### src/rtl/tx_arbiter.sv
// Round-robin arbiter sharing one 64-bit TX stream among NUM_SRC packet sources.
// One packet per grant, enforced inter-packet gap, timeout and length guards.
module tx_arbiter #(
    parameter int unsigned NUM_SRC = 2,
    parameter int unsigned GAP     = 4,
    parameter int unsigned MAX_LEN = 1025,
    parameter int unsigned TIMEOUT = 64
) (
    input  logic                    clk,
    input  logic                    rst,
    input  logic [NUM_SRC-1:0]      req,
    output logic [NUM_SRC-1:0]      gnt,
    input  logic [64*NUM_SRC-1:0]   src_data,
    input  logic [NUM_SRC-1:0]      src_valid,
    input  logic [NUM_SRC-1:0]      src_eod,
    output logic [63:0]             tx_data,
    output logic                    tx_valid,
    output logic                    tx_eod,
    output logic [31:0]             pkt_count,
    output logic                    err_timeout,
    output logic                    err_len,
    output logic                    err_stray
);

    localparam int unsigned IDX_W = (NUM_SRC > 1) ? $clog2(NUM_SRC) : 1;
    localparam int unsigned CNT_W = 11;
    localparam int unsigned TMR_W = 8;

    typedef enum logic [1:0] {S_IDLE, S_WAIT, S_XFER, S_GAP} state_t;

    state_t             state_q, state_d;
    logic [IDX_W-1:0]   ptr_q, ptr_d;
    logic [IDX_W-1:0]   sel_q, sel_d;
    logic [NUM_SRC-1:0] gnt_q, gnt_d;
    logic [CNT_W-1:0]   cnt_q, cnt_d;
    logic [TMR_W-1:0]   tmr_q, tmr_d;
    logic [63:0]        tx_data_q, tx_data_d;
    logic               tx_valid_q, tx_valid_d;
    logic               tx_eod_q, tx_eod_d;
    logic [31:0]        pkt_q, pkt_d;
    logic               err_timeout_q, err_timeout_d;
    logic               err_len_q, err_len_d;
    logic               err_stray_q, err_stray_d;

    logic               found;
    logic [IDX_W-1:0]   pick;
    logic [IDX_W-1:0]   cand;
    logic               word_v;
    logic               word_e;
    logic [63:0]        word_data;
    logic [CNT_W-1:0]   cnt_n;

    always_comb begin
        state_d       = state_q;
        ptr_d         = ptr_q;
        sel_d         = sel_q;
        gnt_d         = gnt_q;
        cnt_d         = cnt_q;
        tmr_d         = tmr_q;
        pkt_d         = pkt_q;
        tx_data_d     = '0;
        tx_valid_d    = 1'b0;
        tx_eod_d      = 1'b0;
        err_timeout_d = 1'b0;
        err_len_d     = 1'b0;
        found         = 1'b0;
        pick          = '0;
        cand          = '0;
        cnt_n         = '0;

        // First requester at or after the pointer, wrapping.
        for (int k = 0; k < int'(NUM_SRC); k++) begin
            cand = IDX_W'((int'(ptr_q) + k) % int'(NUM_SRC));
            if (!found && req[cand]) begin
                found = 1'b1;
                pick  = cand;
            end
        end

        word_v    = src_valid[sel_q];
        word_e    = src_eod[sel_q];
        word_data = src_data[int'(sel_q)*64 +: 64];

        // Anything valid from a source not currently holding the grant is dropped.
        err_stray_d = |(src_valid & ~gnt_q);

        case (state_q)
            S_IDLE: begin
                if (found) begin
                    gnt_d   = NUM_SRC'(1) << pick;
                    sel_d   = pick;
                    ptr_d   = (pick == IDX_W'(NUM_SRC - 1)) ? '0 : pick + IDX_W'(1);
                    tmr_d   = '0;
                    state_d = S_WAIT;
                end
            end
            S_WAIT, S_XFER: begin
                if (word_v) begin
                    cnt_n      = (state_q == S_WAIT) ? CNT_W'(1) : cnt_q + CNT_W'(1);
                    cnt_d      = cnt_n;
                    tx_data_d  = word_data;
                    tx_valid_d = 1'b1;
                    state_d    = S_XFER;
                    if (word_e || (cnt_n == CNT_W'(MAX_LEN))) begin
                        tx_eod_d  = 1'b1;
                        err_len_d = !word_e;
                        gnt_d     = '0;
                        pkt_d     = pkt_q + 32'd1;
                        tmr_d     = '0;
                        state_d   = S_GAP;
                    end
                end else if (state_q == S_WAIT) begin
                    if (tmr_q == TMR_W'(TIMEOUT - 1)) begin
                        gnt_d         = '0;
                        err_timeout_d = 1'b1;
                        tmr_d         = '0;
                        state_d       = S_GAP;
                    end else begin
                        tmr_d = tmr_q + TMR_W'(1);
                    end
                end
            end
            S_GAP: begin
                // Holds GAP+1 cycles so the TX stream sees GAP idle cycles after the eod word.
                if (tmr_q == TMR_W'(GAP)) begin
                    cnt_d   = '0;
                    state_d = S_IDLE;
                end else begin
                    tmr_d = tmr_q + TMR_W'(1);
                end
            end
            default: state_d = S_IDLE;
        endcase
    end

    always_ff @(posedge clk) begin
        if (rst) begin
            state_q       <= S_IDLE;
            ptr_q         <= '0;
            sel_q         <= '0;
            gnt_q         <= '0;
            cnt_q         <= '0;
            tmr_q         <= '0;
            tx_data_q     <= '0;
            tx_valid_q    <= 1'b0;
            tx_eod_q      <= 1'b0;
            pkt_q         <= '0;
            err_timeout_q <= 1'b0;
            err_len_q     <= 1'b0;
            err_stray_q   <= 1'b0;
        end else begin
            state_q       <= state_d;
            ptr_q         <= ptr_d;
            sel_q         <= sel_d;
            gnt_q         <= gnt_d;
            cnt_q         <= cnt_d;
            tmr_q         <= tmr_d;
            tx_data_q     <= tx_data_d;
            tx_valid_q    <= tx_valid_d;
            tx_eod_q      <= tx_eod_d;
            pkt_q         <= pkt_d;
            err_timeout_q <= err_timeout_d;
            err_len_q     <= err_len_d;
            err_stray_q   <= err_stray_d;
        end
    end

    assign gnt         = gnt_q;
    assign tx_data     = tx_data_q;
    assign tx_valid    = tx_valid_q;
    assign tx_eod      = tx_eod_q;
    assign pkt_count   = pkt_q;
    assign err_timeout = err_timeout_q;
    assign err_len     = err_len_q;
    assign err_stray   = err_stray_q;

endmodule

### config.mk
export PLATFORM = sky130hd
export DESIGN_NAME = tx_arbiter
export DESIGN_NICKNAME = d
export VERILOG_FILES = /design/src/rtl/tx_arbiter.sv
export SDC_FILE = /design/constraint.sdc
export NUM_CORES = 1
export LEC_CHECK = 0
export CORE_MARGIN = 2
export CORE_UTILIZATION = 46
export DETAILED_ROUTE_END_ITERATION = 7
export PLACE_DENSITY = 0.95
export SYNTH_ARGS = -nofsm -noshare
export SYNTH_HDL_FRONTEND = slang
export SYNTH_SLANG_ARGS = --single-unit
### constraint.sdc
create_clock -name clk -period 6.6 [get_ports clk]
set_input_delay 0.66 -clock clk [delete_from_list [all_inputs] [get_ports clk]]
set_output_delay 0.66 -clock clk [all_outputs]
set_load 0.03 [all_outputs]
==> run metrics, run 1 <==
clk_skew=0.00838 ns; Mapped Nets=759; initial antenna violation count=0; synth warn=0; post-cts hold buffer count=0; number of enable flip-flop cells after synthesis=0; Fin Setup TNS=0 ns; largest family of logic cells by synthesized area=simple AND/OR/NAND/NOR gates; WL per Instance=16.9 um; Overflow after GRT=0; Reg clk slew, reported paths=0.06 ns; Synth Area in Simple Gates=22.2%; top-count cell post-synth=dfxtp_1; worst-margin pin slew=1.02 ns; Commonest cells post-synth=126 x dfxtp_1, 99 x nor2_1, 69 x mux2i_1; Die X=114 um; Clk Latency, worst-skew pair=0.41 ns; crit path capture type=flop; first-pass GRT wire length=25,900 um; area of the multi-input gates=0.00279 mm2; P per Cell Area=304 mW/mm2; Site Rows=40; Yosys reg bits=126; Post-Route WL=16,900 um; # diodes=0; Async SR Flop Fraction=0%; Syn Inst Count=615; HP Class=reg2reg; area delta synth->final=55.1%; critical path class=reg2reg; crit path launch=cnt_q[0]; Via Count=5,474; number of remaining DRC errors=0; Starting Density=46.5%; Setup Viol. Count Final=0; Post-DP HPWL=12,700 um; R2R cell count=8; final cycle utilization of the critical path=48.8%; DRT Pass-1 Iters=5; reg2reg setup slack=3.38 ns; reg2reg end=pkt_count[8]; all-layer global routing usage=25.6%; Synth Area in Compound Gates=11.5%; Synth area leader=dfxtp_1; RR Startpoint=cnt_q[0]; Via density=5.49; Final min period=3.22 ns; cell count after placement=966; CTS tree=built; Worst Setup EP=pkt_count[8]; CTS H-Tree Depth=4; Arrival @ worst endpoint=3.55 ns; clk sinks=126; RSZ-0062 raised after global routing=no; Adder-Cell Fraction of Synth Area=1.81%; final std cells w/o fill=997; sequential standard cell area=0.00253 mm2; Final GP Congestion=0.878; Cell variety after synth=50; Synth top area share=45.7%; Layout Nets=982; antenna viol nets, final=0; vias in the first global route=5,151; Slew Limit Fails=0; total setup buffers inserted after CTS=0; critical path launch point type=flop; FMAX=310 MHz; pin count of the biggest net entering global routing=55; Peak VDD IR=0.000160 V; Avg Cell Area, Syn=8.97 um2; IO Count=239; PortBufs=238; worst endpoint required time=6.93 ns; pre-CTS setup slack=3.42 ns; Fill cells=806; Max Cap Viol=0; Pwr Total=2.60 mW; Num CTS Buffers=17; Resize count post-CTS=0; headroom to the max-slew limit=31.2%; Critical Path Fanout Max=20; top cells by area, synth=dfxtp_1 46%, mux2i_1 13%, nor2_1 6.7%; Die Y=114 um; sequential share of the synthesized area=45.7%; clk buf depth=2; initial drt markers=408; core region area=0.0119 mm2; Hold Violations, Final=0; DIE AREA=0.0129 mm2; mux share of post-synthesis cell area=12.7%; Root Buffer=clkbuf_16; post-synthesis cell area=0.00552 mm2; XOR/XNOR Fraction of Synth Area=2.22%; most common flop cell mapped by yosys=dfxtp_1; PnR worst setup slack=3.38 ns; share of cells above drive strength 1=6.00%; status=finished clean; cell leakage power=3.06 nW; final hold slack=0.480 ns
==> flip-flops by register name, indices dropped and copies added, names as in the netlist <==
signal and flops:
tx_data 64, err_len 1, tmr_q 8, tx_valid 1
gnt 2, pkt_count 32, cnt_q 11, ptr_q 1
err_stray 1, tx_eod 1, sel_q 1, err_timeout 1
state_q 2
==> critical path, stage by stage (launching register included) <==
cell     delay (ns)
dfxtp_1        0.43
ha_1           0.28
and3_1         0.31
mux2i_1        0.22
mux2i_1        0.18
o31ai_4        0.33
nand3_1        0.52
or4b_1         0.70
a21oi_1        0.18
==> how the worst min path moves through the flow <==
stage	startpoint	endpoint	slack, ns	cells after the start
CTS	state_q[1]	state_q[1]	0.48	2
global route	state_q[1]	state_q[1]	0.51	2
global placement	ptr_q	ptr_q	0.46	1
floorplan	ptr_q	ptr_q	0.45	1
finish	state_q[1]	state_q[1]	0.48	2
detailed placement	state_q[1]	state_q[1]	0.47	2
==> logic make-up (layout without fill, tap and decap cells) <==
logic type	count (synthesis)	in the layout
AOI/OAI and AO/OA	100	100
xor gates and xnor gates	14	14
adders and majority gates	8	8
buffers and inverters	55	290
DFF	126	126
muxes	70	70
and+or+nand+nor	242	242
==> placed cells by master (no fill, tap or decap), drive strengths merged, types with 8 or more instances in the layout <==
cell,Yosys,final
or4,14,14
ha,8,8
a21oi,43,43
inv,16,21
and3,8,8
mux2i,69,69
nand4,13,13
nor2,99,99
dfxtp,126,126
nand2,34,34
clkbuf,26,17
nand3,22,22
clkdlybuf4s50,0,238
o21ai,19,19
nor3,8,8
o31ai,14,14
xor2,10,10
==> final cells by class <==
type	count	share of cell area [%]
Inverter	16	0.702
Sequential cell	126	29.5
Clock buffer	17	4.97
Tap cell	147	2.15
Clock inverter	14	1.87
Timing Repair Buffer	243	28.3
Multi-Input combinational cell	434	32.5
==> where the power goes <==
part / internal [mW] / switching, mW
clock: 0.561 / 0.353
sequential: 0.843 / 0.0481
combinational: 0.337 / 0.457
total: 1.74 / 0.858
==> through the flow <==
stage               area (um2)  util (%)
finish                    8560      72.2
global route              8560      72.2
CTS                       8560      72.2
detailed placement        7980      67.2
global placement          7980      67.2
floorplan                 5520         -
==> layer usage <==
metal / global-route usage (%) / wire [um] / vias to the layer above
met5: 0 / 0 / -
met4: 8.78 / 365 / 0
met3: 7.17 / 1250 / 29
met2: 46.4 / 8710 / 267
met1: 28.9 / 6560 / 2545
li1: - / - / 2633
Power figures use the tool's default switching activity.
==> inputs of run 2 (changes only) <==
Settings changed: CORE_UTILIZATION 46 to 38, PLACE_DENSITY 0.95 to 0.85.
Clock period 6.6 ns to 2.8 ns, I/O delays scaled along.
==> run 2 against run 1 <==
Compared with the run above: sequential share of layout area shrank 0.71 points; combinational power grew 150%; wire length shrank 0.95%.
==> run metrics, run 2 (synthesis results as in run 1) <==
status=finished clean; critical path launch point type=flop; headroom to the max-slew limit=48.0% (+17 points); sw frac=32.1% (-0.87 points); worst-margin pin slew=0.777 ns (-0.247 ns); Slew Limit Fails=0 (unchanged); Root Buffer=clkbuf_16; initial antenna violation count=0 (unchanged); Clk pwr share=37.2% (+2.0 points); CTS tree=built; Clk Latency, worst-skew pair=0.42 ns (about the same); Post-Route WL=16,700 um (-0.95%); most common cell after layout, fill and taps aside=clkdlybuf4s50_1; # diodes=0 (unchanged); Hold Violations, Final=0 (unchanged); crit path capture type=flop; Critical Path Fanout Max=5 (-75%); HP Class=in2reg; share of cells above drive strength 1=8.23% (+2.2 points); Cell Int Power=4.36 mW (+150%); Final GP Congestion=0.879 (about the same); Site Rows=44 (+10%); Post-DP HPWL=12,700 um (-0.15%); clk sinks=126 (unchanged); max FFs per register=64 (unchanged); DRT Pass-1 Iters=5 (unchanged); vias in the first global route=5,169 (+0.35%); DIE AREA=0.0155 mm2 (+20%); clk_skew=0.00871 ns (+0.000325 ns); reg2reg setup slack=0.22 ns (-3.16 ns); final cycle utilization of the critical path=92.2% (+43 points); PortBufs=238 (unchanged); combinational share of power=30.6% (about the same); antenna viol nets, final=0 (unchanged); Fin Setup TNS=0 ns (unchanged); slowest cell on the critical path=or4bb_1; worst endpoint required time=3.14 ns (-3.79 ns); Starting Density=38.4% (-8.1 points); Via Count=5,340 (-2.4%); Crit path largest cell delay=0.51 ns (-0.19 ns); P per Cell Area=732 mW/mm2 (+140%); final hold slack=0.469 ns (-0.0109 ns); Worst Path Buf+Inv=0 (unchanged); Num CTS Buffers=17 (unchanged); Reg clk slew, reported paths=0.06 ns (about the same); Max Cap Viol=0 (unchanged); critical path class=reg2reg; first-pass GRT wire length=26,800 um (+3.1%); Overflow after GRT=0 (unchanged); pin count of the biggest net entering global routing=50 (-9.1%); Via density=5.10 (-7.1%); WL per Instance=16.0 um (-5.7%); Die Y=125 um (+9.7%); cell leakage power=3.16 nW (+3.3%); all-layer global routing usage=21.7% (-3.9 points); Arrival @ worst endpoint=2.93 ns (-0.62 ns); Setup Viol. Count Final=0 (unchanged); clk buf depth=2 (unchanged); Die X=125 um (+9.7%); crit path cell chain=ha_2 > and3_2 > a311oi_1 > o22ai_1 > a2111oi_1 > o31ai_1 > or4bb_1 > a21oi_1; P_sw=2.07 mW (+140%); FMAX=388 MHz (+25%); initial drt markers=284 (-30%); area delta synth->final=59.1%; IO Count=239 (unchanged); most frequent cells in the layout=238 x clkdlybuf4s50_1, 124 x dfxtp_1, 99 x nor2_1, 69 x mux2i_1, 43 x a21oi_1; Final min period=2.58 ns (-0.643 ns); core region area=0.0144 mm2 (+21%); Top delay family on crit path=compound AO/OA/AOI/OAI gates; Fill cells=1,172 (+45%); sequential share of power=32.2% (-2.1 points); number of remaining DRC errors=0 (unchanged); CTS H-Tree Depth=4 (unchanged); Peak VDD IR=0.000464 V (+190%); Layout Nets=994 (+1.2%)
[run 2: tightest hold or removal path, stage by stage]
cell and delay, ns:
clkdlybuf4s50_1 0.39, mux2i_1 0.12, nor2_1 0.05
[run 2: cell type report]
type / count / area, um2 / area share (%)
clock buffers: 18 / 439 / 5.00
clock inverters: 14 / 203 / 2.31
inverters: 16 / 60.1 / 0.684
multi-input cells: 434 / 2810 / 32.0
flip-flops and latches: 126 / 2530 / 28.8
well taps: 184 / 230 / 2.62
repair buffers: 255 / 2510 / 28.6
[run 2: worst paths after layout]
kind                              startpoint     endpoint  depth (start not counted)
worst min-delay path            src_data[55]  tx_data[55]                          3
worst min register to register    state_q[1]   state_q[1]                          2
worst max-delay path                cnt_q[1]     tmr_q[7]                          8
worst max register to register      cnt_q[1]     tmr_q[7]                          8
[run 2: repair_timing]
item,CTS,global route
gates resized for setup,0,8
setup buffers,0,0
endpoints found under the setup margin,0,23
hold buffers,0,0
[run 2: per-stage QoR]
stage / util (%) / total power [mW] / instance area [um2] / std cells / setup slack, ns
5_1_grt: 61.1 / 6.71 / 8780 / 1047 / -0.00789
3_3_place_gp: 56.5 / 4.03 / 8110 / 1015 / 0.158
4_1_cts: 60.9 / 6.45 / 8750 / 1047 / 0.0647
6_report: 61.1 / 6.42 / 8780 / 1047 / 0.220
3_5_place_dp: 56.5 / 4.05 / 8110 / 1015 / 0.0808
2_1_floorplan: - / 3.26 / 5520 / 615 / 0.225
[run 2: routing by layer]
metal	global-route usage (%)	share of wire [%]
met3	5.63	5.9
met1	25.0	40
met4	9.32	3.0
met2	38.1	51
met5	0	0
[run 2: power by group through the flow]
stage / clock network [mW] / registers, mW / logic (mW)
finish: 2.39 / 2.07 / 1.97
global route: 2.50 / 2.09 / 2.12
CTS: 2.43 / 2.07 / 1.96
detailed placement: 0 / 2.11 / 1.94
global placement: 0 / 2.10 / 1.93
floorplan: 0 / 2.42 / 0.834
==> inputs of run 3 (changes only) <==
Settings changed: CORE_MARGIN 2 to not set, SKIP_CTS_REPAIR_TIMING set to 1.
==> run 3 against run 2 <==
Compared with the run above: cell area shrank 0.31%; clock skew grew 0.0011 ns; clock-buffer cell count grew 4; sequential power is essentially flat; via count grew 1.9%; setup slack lost 0.053 ns; critical path depth is the same; utilization grew 1.2 points; non-clock buffer count shrank 1; largest power group unchanged.
==> run metrics, run 3 (synthesis results as in run 1) <==
Clk pwr share=36.3% (-0.9 points); RSZ-0062 raised after global routing=no; all-layer global routing usage=22.8% (+1.1 points); DRT Pass-1 Iters=5 (unchanged); critical path launch point type=flop; Via Count=5,441 (+1.9%); Top delay family on crit path=compound AO/OA/AOI/OAI gates; core region area=0.0140 mm2 (-2.3%); max FFs per register=64 (unchanged); Overflow after GRT=0 (unchanged); Final GP Congestion=0.862 (-1.8%); Arrival @ worst endpoint=2.98 ns (+0.05 ns); first-pass GRT wire length=25,500 um (-4.5%); sequential share of power=32.6% (+0.4 points); slowest cell on the critical path=or4_1; PortBufs=238 (unchanged); area delta synth->final=58.6%; HP Class=in2reg; PnR worst setup slack=0.167 ns (-0.0527 ns); Final min period=2.63 ns (+0.0527 ns); Peak VDD IR=0.000434 V (-6.6%); Cell Int Power=4.35 mW (-0.19%); Starting Density=39.3% (+0.89 points); P per Cell Area=726 mW/mm2 (-0.80%); Die Y=123 um (-1.6%); share of cells above drive strength 1=7.78% (-0.45 points); cell leakage power=3.13 nW (-0.80%); crit path capture type=flop; combinational share of power=31.1% (+0.5 points); Fin Setup TNS=0 ns (unchanged); CTS tree=built; # diodes=0 (unchanged); cell mode on critical path=a21oi_1; Die X=123 um (-1.6%); initial antenna violation count=0 (unchanged); Post-DP HPWL=12,700 um (about the same); Layout Nets=993 (-0.10%); final cycle utilization of the critical path=94.0% (+1.9 points); vias in the first global route=5,002 (-3.2%); number of remaining DRC errors=0 (unchanged); antenna viol nets, final=0 (unchanged); WL per Instance=16.0 um (+0.28%); pin count of the biggest net entering global routing=52 (+4.0%); Root Buffer=clkbuf_16; Critical Path Fanout Max=10 (+5); Pwr Total=6.35 mW (-1.1%); headroom to the max-slew limit=43.7% (-4.2 points); IO Count=239 (unchanged); Fill cells=1,125 (-4.0%); most common cell after layout, fill and taps aside=clkdlybuf4s50_1; clk sinks=126 (unchanged); Setup Viol. Count Final=0 (unchanged); most frequent cells in the layout=238 x clkdlybuf4s50_1, 124 x dfxtp_1, 99 x nor2_1, 68 x mux2i_1, 43 x a21oi_1; reg2reg setup slack=0.17 ns (-0.05 ns); Worst Path Buf+Inv=2 (+2); Clk Latency, worst-skew pair=0.42 ns (about the same); crit path cell chain=inv_1 > or4_1 > a21oi_1 > a221oi_1 > buf_4 > and4_1 > a21bo_2 > a21oi_1; Reg clk slew, reported paths=0.06 ns (about the same); Max Cap Viol=0 (unchanged); worst-margin pin slew=0.844 ns (+0.0672 ns); Num CTS Buffers=17 (unchanged); worst endpoint required time=3.15 ns (about the same); sw frac=31.5% (-0.63 points); Post-Route WL=16,700 um (-0.30%); critical path class=reg2reg; clk_skew=0.00982 ns (+0.00112 ns); Slew Limit Fails=0 (unchanged); Hold Violations, Final=0 (unchanged); Site Rows=43 (-2.3%); Via density=5.23 (+2.5%); P_sw=2.00 mW (-3.0%); status=finished clean; clk buf depth=2 (unchanged); DIE AREA=0.0150 mm2 (-3.2%); FMAX=380 MHz (-2.0%); pre-CTS setup slack=0.0918 ns (+0.0109 ns); initial drt markers=375 (+32%); CTS H-Tree Depth=4 (unchanged); Crit path largest cell delay=0.54 ns (+0.03 ns)
run 3: cell count changes in the layout (fill, tap and decap cells not counted), moves of 2 or more:
cell and delta:
inv_6 -6, buf_4 -2, clkinv_4 -2, clkbuf_8 +4, clkinvlp_4 +3
run 3: worst paths after layout:
kind                                   start            end  depth (start not counted)
worst max-delay path                cnt_q[4]  pkt_count[26]                          8
worst min register to register         ptr_q          ptr_q                          1
worst min-delay path            src_data[30]    tx_data[30]                          3
worst max register to register      cnt_q[4]  pkt_count[26]                          8
run 3: power by group through the flow:
stage                     clock, mW  combinational [mW]  sequential (mW)
final                          2.31                1.97             2.07
after detailed placement          0                1.96             2.11
after floorplan                   0               0.834             2.42
after CTS                      2.35                1.97             2.07
after global placement            0                1.95             2.10
after global routing           2.44                2.13             2.09
run 3: stage by stage:
stage	hold slack, ns	utilization, %	cells	area [um2]
6_report	0.469	62.3	1041	8750
5_1_grt	0.474	62.3	1041	8750
4_1_cts	0.451	62.2	1041	8740
3_5_place_dp	0.469	57.8	1010	8110
3_3_place_gp	0.460	57.8	1010	8110
2_1_floorplan	0.382	-	615	5520
run 3: final cells by class:
type / instances / area [um2] / share of cell area, %
multi-input combinational: 434 / 2800 / 32.0
sequential: 126 / 2530 / 28.9
timing repair buffer: 254 / 2510 / 28.7
clock buffer: 22 / 494 / 5.65
tap: 180 / 225 / 2.57
clock inverter: 9 / 131 / 1.50
inverter: 16 / 60.1 / 0.686
run 3: worst reg2reg max path, cell delays in order (launching register included):
cell and delay (ns):
dfxtp_1 0.46, inv_1 0.17, or4_1 0.54, a21oi_1 0.41, a221oi_1 0.22, buf_4 0.22
and4_1 0.24, a21bo_2 0.22, a21oi_1 0.11
run 3: per-layer routing:
metal	wire (um)	track usage [%]	share of wire (%)
met5	0	0	0
met2	8360	38.1	50
met4	621	12.1	3.7
met3	1160	7.30	6.9
met1	6540	25.8	39
